===== src/rtl/contrast_lut_stream.sv =====
// Contrast LUT builder plus CH-channel pixel stream with fixed two-cycle latency.
// Optional clipped-pixel counter is compiled in with CONTRAST_SAT_CNT_EN.
module contrast_lut_stream #(
  parameter int unsigned     PIX_W  = 8,
  parameter int unsigned     CH     = 3,
  parameter int unsigned     FP_W   = 8,
  parameter int unsigned     FRAC   = 4,
  parameter logic [FP_W-1:0] MAX_FP = 8'h40
) (
  input  logic                clk,
  input  logic                resetN,
  input  logic                en_cp,
  input  logic [FP_W-1:0]     contrast_fp,
  input  logic                start,
  output logic                busy,
  output logic                tbl_valid,
  output logic                invalid,
  input  logic                pix_valid_in,
  input  logic [CH*PIX_W-1:0] pix_in,
  output logic                pix_valid_out,
  output logic [CH*PIX_W-1:0] pix_out,
  output logic [31:0]         sat_cnt
);

  localparam int unsigned           DEPTH = 1 << PIX_W;
  localparam int unsigned           PW    = PIX_W + FP_W + 2;
  localparam logic signed [PW-1:0]  HALF  = PW'(DEPTH / 2);
  localparam logic signed [PW-1:0]  TOP   = PW'(DEPTH - 1);
  localparam logic [PIX_W-1:0]      LAST  = PIX_W'(DEPTH - 1);

  typedef enum logic {IDLE, BUILD} state_e;

  state_e             state_q, state_d;
  logic [PIX_W-1:0]   addr_q, addr_d;
  logic [FP_W-1:0]    gain_q, gain_d;
  logic               busy_q, busy_d;
  logic               tbl_valid_q, tbl_valid_d;
  logic               invalid_q, invalid_d;
  logic               wr_en;
  logic               gain_ok;

  logic signed [PW-1:0] d_w, g_w, p_w, y_w;
  logic [PIX_W:0]       entry;

  logic [PIX_W-1:0]   lut [DEPTH];

  logic                vld_p1_q, mode_p1_q;
  logic [CH*PIX_W-1:0] pix_p1_q;
  logic [CH*PIX_W-1:0] pix_tbl;
  logic                clip_any;
  logic                pix_valid_out_q;
  logic [CH*PIX_W-1:0] pix_out_q;

  // Clamp to the pixel range; MSB of the result flags a clipped entry.
  function automatic logic [PIX_W:0] clamp_pix(input logic signed [PW-1:0] y);
    if (y[PW-1])
      return {1'b1, {PIX_W{1'b0}}};
    else if (y > TOP)
      return {1'b1, {PIX_W{1'b1}}};
    else
      return {1'b0, y[PIX_W-1:0]};
  endfunction

  assign gain_ok = (contrast_fp != '0) && (contrast_fp <= MAX_FP);

  always_comb begin
    state_d     = state_q;
    addr_d      = addr_q;
    gain_d      = gain_q;
    busy_d      = busy_q;
    tbl_valid_d = tbl_valid_q;
    invalid_d   = invalid_q;
    wr_en       = 1'b0;
    case (state_q)
      IDLE: begin
        if (start) begin
          if (gain_ok) begin
            state_d     = BUILD;
            gain_d      = contrast_fp;
            addr_d      = '0;
            invalid_d   = 1'b0;
            busy_d      = 1'b1;
            tbl_valid_d = 1'b0;
          end else begin
            invalid_d = 1'b1;
          end
        end
      end
      BUILD: begin
        wr_en  = 1'b1;
        addr_d = addr_q + 1'b1;
        if (addr_q == LAST) begin
          state_d     = IDLE;
          busy_d      = 1'b0;
          tbl_valid_d = 1'b1;
        end
      end
      default: state_d = IDLE;
    endcase
  end

  always_ff @(posedge clk or negedge resetN) begin
    if (!resetN) begin
      state_q     <= IDLE;
      addr_q      <= '0;
      gain_q      <= '0;
      busy_q      <= 1'b0;
      tbl_valid_q <= 1'b0;
      invalid_q   <= 1'b0;
    end else begin
      state_q     <= state_d;
      addr_q      <= addr_d;
      gain_q      <= gain_d;
      busy_q      <= busy_d;
      tbl_valid_q <= tbl_valid_d;
      invalid_q   <= invalid_d;
    end
  end

  // Entry value: centre the code, scale by the gain, floor-shift, re-centre.
  always_comb begin
    d_w   = $signed(PW'(addr_q)) - HALF;
    g_w   = $signed(PW'(gain_q));
    p_w   = d_w * g_w;
    y_w   = (p_w >>> FRAC) + HALF;
    entry = clamp_pix(y_w);
  end

  always_ff @(posedge clk) begin
    if (wr_en) lut[addr_q] <= entry[PIX_W-1:0];
  end

`ifdef CONTRAST_SAT_CNT_EN
  logic        clip_mem [DEPTH];
  logic        sat_clr;
  logic [31:0] sat_cnt_q;

  always_ff @(posedge clk) begin
    if (wr_en) clip_mem[addr_q] <= entry[PIX_W];
  end

  assign sat_clr = (state_q == IDLE) && start && gain_ok;

  always_ff @(posedge clk or negedge resetN) begin
    if (!resetN)
      sat_cnt_q <= '0;
    else if (sat_clr)
      sat_cnt_q <= '0;
    else if (vld_p1_q && mode_p1_q && clip_any && (sat_cnt_q != '1))
      sat_cnt_q <= sat_cnt_q + 32'd1;
  end

  assign sat_cnt = sat_cnt_q;
`else
  logic clip_unused;
  assign clip_unused = entry[PIX_W];
  assign sat_cnt     = '0;
`endif

  // Stage 1: register pixel and decide table vs bypass for this pixel.
  always_ff @(posedge clk or negedge resetN) begin
    if (!resetN) begin
      vld_p1_q  <= 1'b0;
      mode_p1_q <= 1'b0;
    end else begin
      vld_p1_q  <= pix_valid_in;
      mode_p1_q <= en_cp && tbl_valid_q && !busy_q;
    end
  end

  always_ff @(posedge clk) begin
    pix_p1_q <= pix_in;
  end

  always_comb begin
    pix_tbl  = '0;
    clip_any = 1'b0;
    for (int c = 0; c < CH; c++) begin
      pix_tbl[c*PIX_W +: PIX_W] = lut[pix_p1_q[c*PIX_W +: PIX_W]];
`ifdef CONTRAST_SAT_CNT_EN
      clip_any = clip_any | clip_mem[pix_p1_q[c*PIX_W +: PIX_W]];
`endif
    end
  end

  // Stage 2: register table read or bypass value; hold when not valid.
  always_ff @(posedge clk or negedge resetN) begin
    if (!resetN) begin
      pix_valid_out_q <= 1'b0;
      pix_out_q       <= '0;
    end else begin
      pix_valid_out_q <= vld_p1_q;
      if (vld_p1_q) pix_out_q <= mode_p1_q ? pix_tbl : pix_p1_q;
    end
  end

  assign busy          = busy_q;
  assign tbl_valid     = tbl_valid_q;
  assign invalid       = invalid_q;
  assign pix_valid_out = pix_valid_out_q;
  assign pix_out       = pix_out_q;

endmodule


===== config.mk =====
export PLATFORM = sky130hd
export DESIGN_NAME = contrast_lut_stream
export DESIGN_NICKNAME = d
export VERILOG_FILES = /design/src/rtl/contrast_lut_stream.sv
export SDC_FILE = /design/constraint.sdc
export NUM_CORES = 2
export LEC_CHECK = 0
export CORE_UTILIZATION = 50
export DETAILED_ROUTE_END_ITERATION = 10
export PLACE_DENSITY_LB_ADDON = 0.15
export SLEW_MARGIN = 15
export SYNTH_ARGS = -nofsm -noshare
export SYNTH_HDL_FRONTEND = slang
export SYNTH_SLANG_ARGS = --single-unit

===== constraint.sdc =====
create_clock -name clk -period 18.5 [get_ports clk]
set_clock_uncertainty 0.05 [all_clocks]
set_input_delay 1.85 -clock clk [delete_from_list [all_inputs] [get_ports clk]]
set_output_delay 1.85 -clock clk [all_outputs]
set_load 0.02 [all_outputs]

==> run_results.csv <==
group,metric,value,unit
status,status,"finished clean",
finish,finalNetCount,6710,
timing,tightest_slew,1.43,ns
clock_network,cts_resized,0,
synth,synth-edff-count,2048,
synth,ys_types,75,
synth,synthTopCellsByCount,"edfxtp_1 (2048), mux4_2 (1688), mux2i_1 (371), nor2_1 (344), clkbuf_1 (241)",
worst_setup_path,crit_type,"flip-flop to flip-flop",
routing,initialDrtViolationCount,12200,
routing,drc,0,
synth,syn_area,0.119,mm²
finish,fillCellCount,18100,
worst_setup_path,required,19.08,ns
global_route,grt_max_degree,178,
flow_run,max-cap-violations,0,
synth,async_flop_share,2.22,%
routing,routedWlPerCell,44.2,µm
timing,fmax,0.113,GHz
floorplan,fp-row-count,178,
routing,ant_nets,0,
synth,ys.flop_type,"edfxtp_1",
worst_setup_path,worstPathArrival,9.41,ns
timing,drv_slew,0,
global_route,grt_first_pass_wirelength,607,mm
timing,period_share,47.7,%
finish,syn_to_final_growth,10.4,%
global_route,grt_usage,37.2,%
floorplan,die_width,489,µm
placement,dp_hpwl,283,mm
clock_network,clkLatencyLatePin,0.91,ns
clock_network,clock-root-buffer,"clkbuf_16",
synth,synthTopCellsByArea,"edfxtp_1 (52%), mux4_2 (32%), mux2i_1 (3.1%)",
worst_setup_path,critPathMaxFanout,80,
clock_network,clock_sinks,2119,
placement,place.gp.congestion,0.966,
floorplan,start_util,50.4,%
floorplan,coreArea,0.236,mm²
timing,setup_viol,0,
synth,synth_most_common_cell,"edfxtp_1",
placement,port_buffers,64,
floorplan,ios,97,
clock_network,postCtsSetupRepairBufs,0,
synth,syn_inst,6526,
synth,yosysWarnings,0,
synth,synth_top_area_share,51.8,%
global_route,first_global_vias,74100,
routing,vias_per_cell,7.64,
clock_network,numCtsBuffers,227,
global_route,antenna_found_initial,33,
timing,final_hold_viol_count,0,
routing,firstDrtPassIters,7,
synth,synth-seq-cells,2119,
timing,rsz0062_at_grt,"false",
floorplan,die_h,489,µm
floorplan,die_area,0.239,mm²
clock_network,clk_pin_slew,0.06,ns
worst_setup_path,critical_path.endpoint_type,"flip-flop",
worst_setup_path,start_kind,"flip-flop",
min_path,hold_class,"flip-flop to flip-flop",
clock_network,h-tree-depth,4,
timing,slew_headroom,3.66,%
clock_network,hold_buffers,0,
global_route,overflow,0,
clock_network,cts.path.max_buffers,3,
timing,setup_tns,0,ns
routing,num_vias,76000,
finish,drive_gt1_share,37.5,%
routing,drt_wl_total,440,mm
synth,syn_avg_cell_area,18.2,µm²
clock_network,cts_tree,"built",
synth,synth_top_cell_by_area,"edfxtp_1",
synth,synth-seq-area-share,53.2,%
timing,finalCriticalPeriod,8.83,ns
-- cell usage in the layout, fill, tap and decap left out, types with 72 or more instances in the layout --
| cell type | n |
|---|---|
| nor2_1 | 273 |
| a21oi_1 | 108 |
| o21ai_0 | 76 |
| nand2_1 | 238 |
| edfxtp_1 | 2048 |
| buf_4 | 345 |
| mux2i_1 | 371 |
| clkbuf_16 | 228 |
| mux4_2 | 1688 |
| inv_1 | 106 |
| a221oi_1 | 72 |
-- metal layers --
| layer | vias up | GRT usage (%) | wire (µm) |
|---|---|---|---|
| li1 | 28200 | - | - |
| met1 | 40200 | 49.2 | 151000 |
| met2 | 6295 | 54.1 | 195000 |
| met3 | 1272 | 11.6 | 61400 |
| met4 | 16 | 22.7 | 32300 |
| met5 | - | 0.221 | 111 |
-- cells by family (layout without fill, tap and decap cells) --
logic type / after synthesis / after routing / share of synthesized area [%]
xor+xnor: 14 / 14 / 0.103
mux: 2080 / 2080 / 35.3
compound gates: 590 / 590 / 3.51
simple gates: 880 / 880 / 3.36
other cells: 1 / 52 / 0.00316
fa+ha+maj: 94 / 94 / 1.34
flops: 2119 / 2119 / 53.2
buf+inv: 748 / 972 / 3.18
-- worst max-delay path: stages, from the launching register on --
cell and delay, ns:
dfrtp_1 0.71, nand2b_1 0.28, inv_1 0.09, fa_1 0.61, inv_1 0.16, fa_1 0.69
fa_1 0.48, fa_1 0.50, inv_1 0.04, ha_1 0.45, and3_1 0.28, and3b_1 0.22
or3_1 0.12, o221ai_1 0.17, or4_1 0.50, a211oi_2 0.42, a21boi_1 0.14, buf_4 0.23
a31oi_4 0.14, buf_4 0.52, buf_4 0.72, buf_4 0.53, buf_16 0.32
-- flip-flops by register name, summed over array words and instances (netlist names), 8 cells and up --
register,flops
addr_q,8
gain_q,8
lut,2048
pix_out,24
pix_p1_q,24
-- cell type report --
| type | count | area (µm²) | area share, % |
|---|---|---|---|
| antenna | 20 | 50.0 | 0.0382 |
| clock buffer | 288 | 6030 | 4.60 |
| clock inverter | 143 | 1540 | 1.17 |
| inverter | 118 | 469 | 0.358 |
| multi-input combinational | 3690 | 52300 | 39.9 |
| sequential | 2119 | 63200 | 48.2 |
| tap | 3150 | 3940 | 3.01 |
| timing repair buffer | 423 | 3540 | 2.70 |
-- per-stage QoR --
stage / hold slack, ns / instance area (µm²) / cells / utilization (%) / worst slack (ns)
3_3_place_gp: 0.392 / 123000 / 9498 / 52.4 / 9.40
6_report: 0.424 / 131000 / 9951 / 55.6 / 9.67
2_1_floorplan: 0.362 / 119000 / 6557 / - / 3.66
5_1_grt: 0.451 / 131000 / 9936 / 55.6 / 9.14
3_5_place_dp: 0.416 / 123000 / 9498 / 52.4 / 9.22
4_1_cts: 0.425 / 131000 / 9929 / 55.6 / 9.17
-- worst paths after layout --
| check | slack [ns] | cells after the start | endpoint | start |
|---|---|---|---|---|
| setup / recovery | 9.67 | 22 | lut[32][3]$_DFFE_PP_ | addr_q[7]$_DFFE_PN0P_ |
| hold / removal | 0.42 | 1 | mode_p1_q$_DFF_PN0_ | busy$_DFFE_PN0P_ |
| setup reg to reg | 9.67 | 22 | lut[32][3]$_DFFE_PP_ | addr_q[7]$_DFFE_PN0P_ |
| hold reg to reg | 0.42 | 1 | mode_p1_q$_DFF_PN0_ | busy$_DFFE_PN0P_ |
| max in group asynchronous | 16.71 | 1 | vld_p1_q$_DFF_PN0_ | resetN |
| min in group asynchronous | 0.98 | 1 | tbl_valid$_DFFE_PN0P_ | resetN |
Power is left out: the tool's default activity adds up to more than one toggle a clock period on the data nets, which glitch-free logic cannot reach.
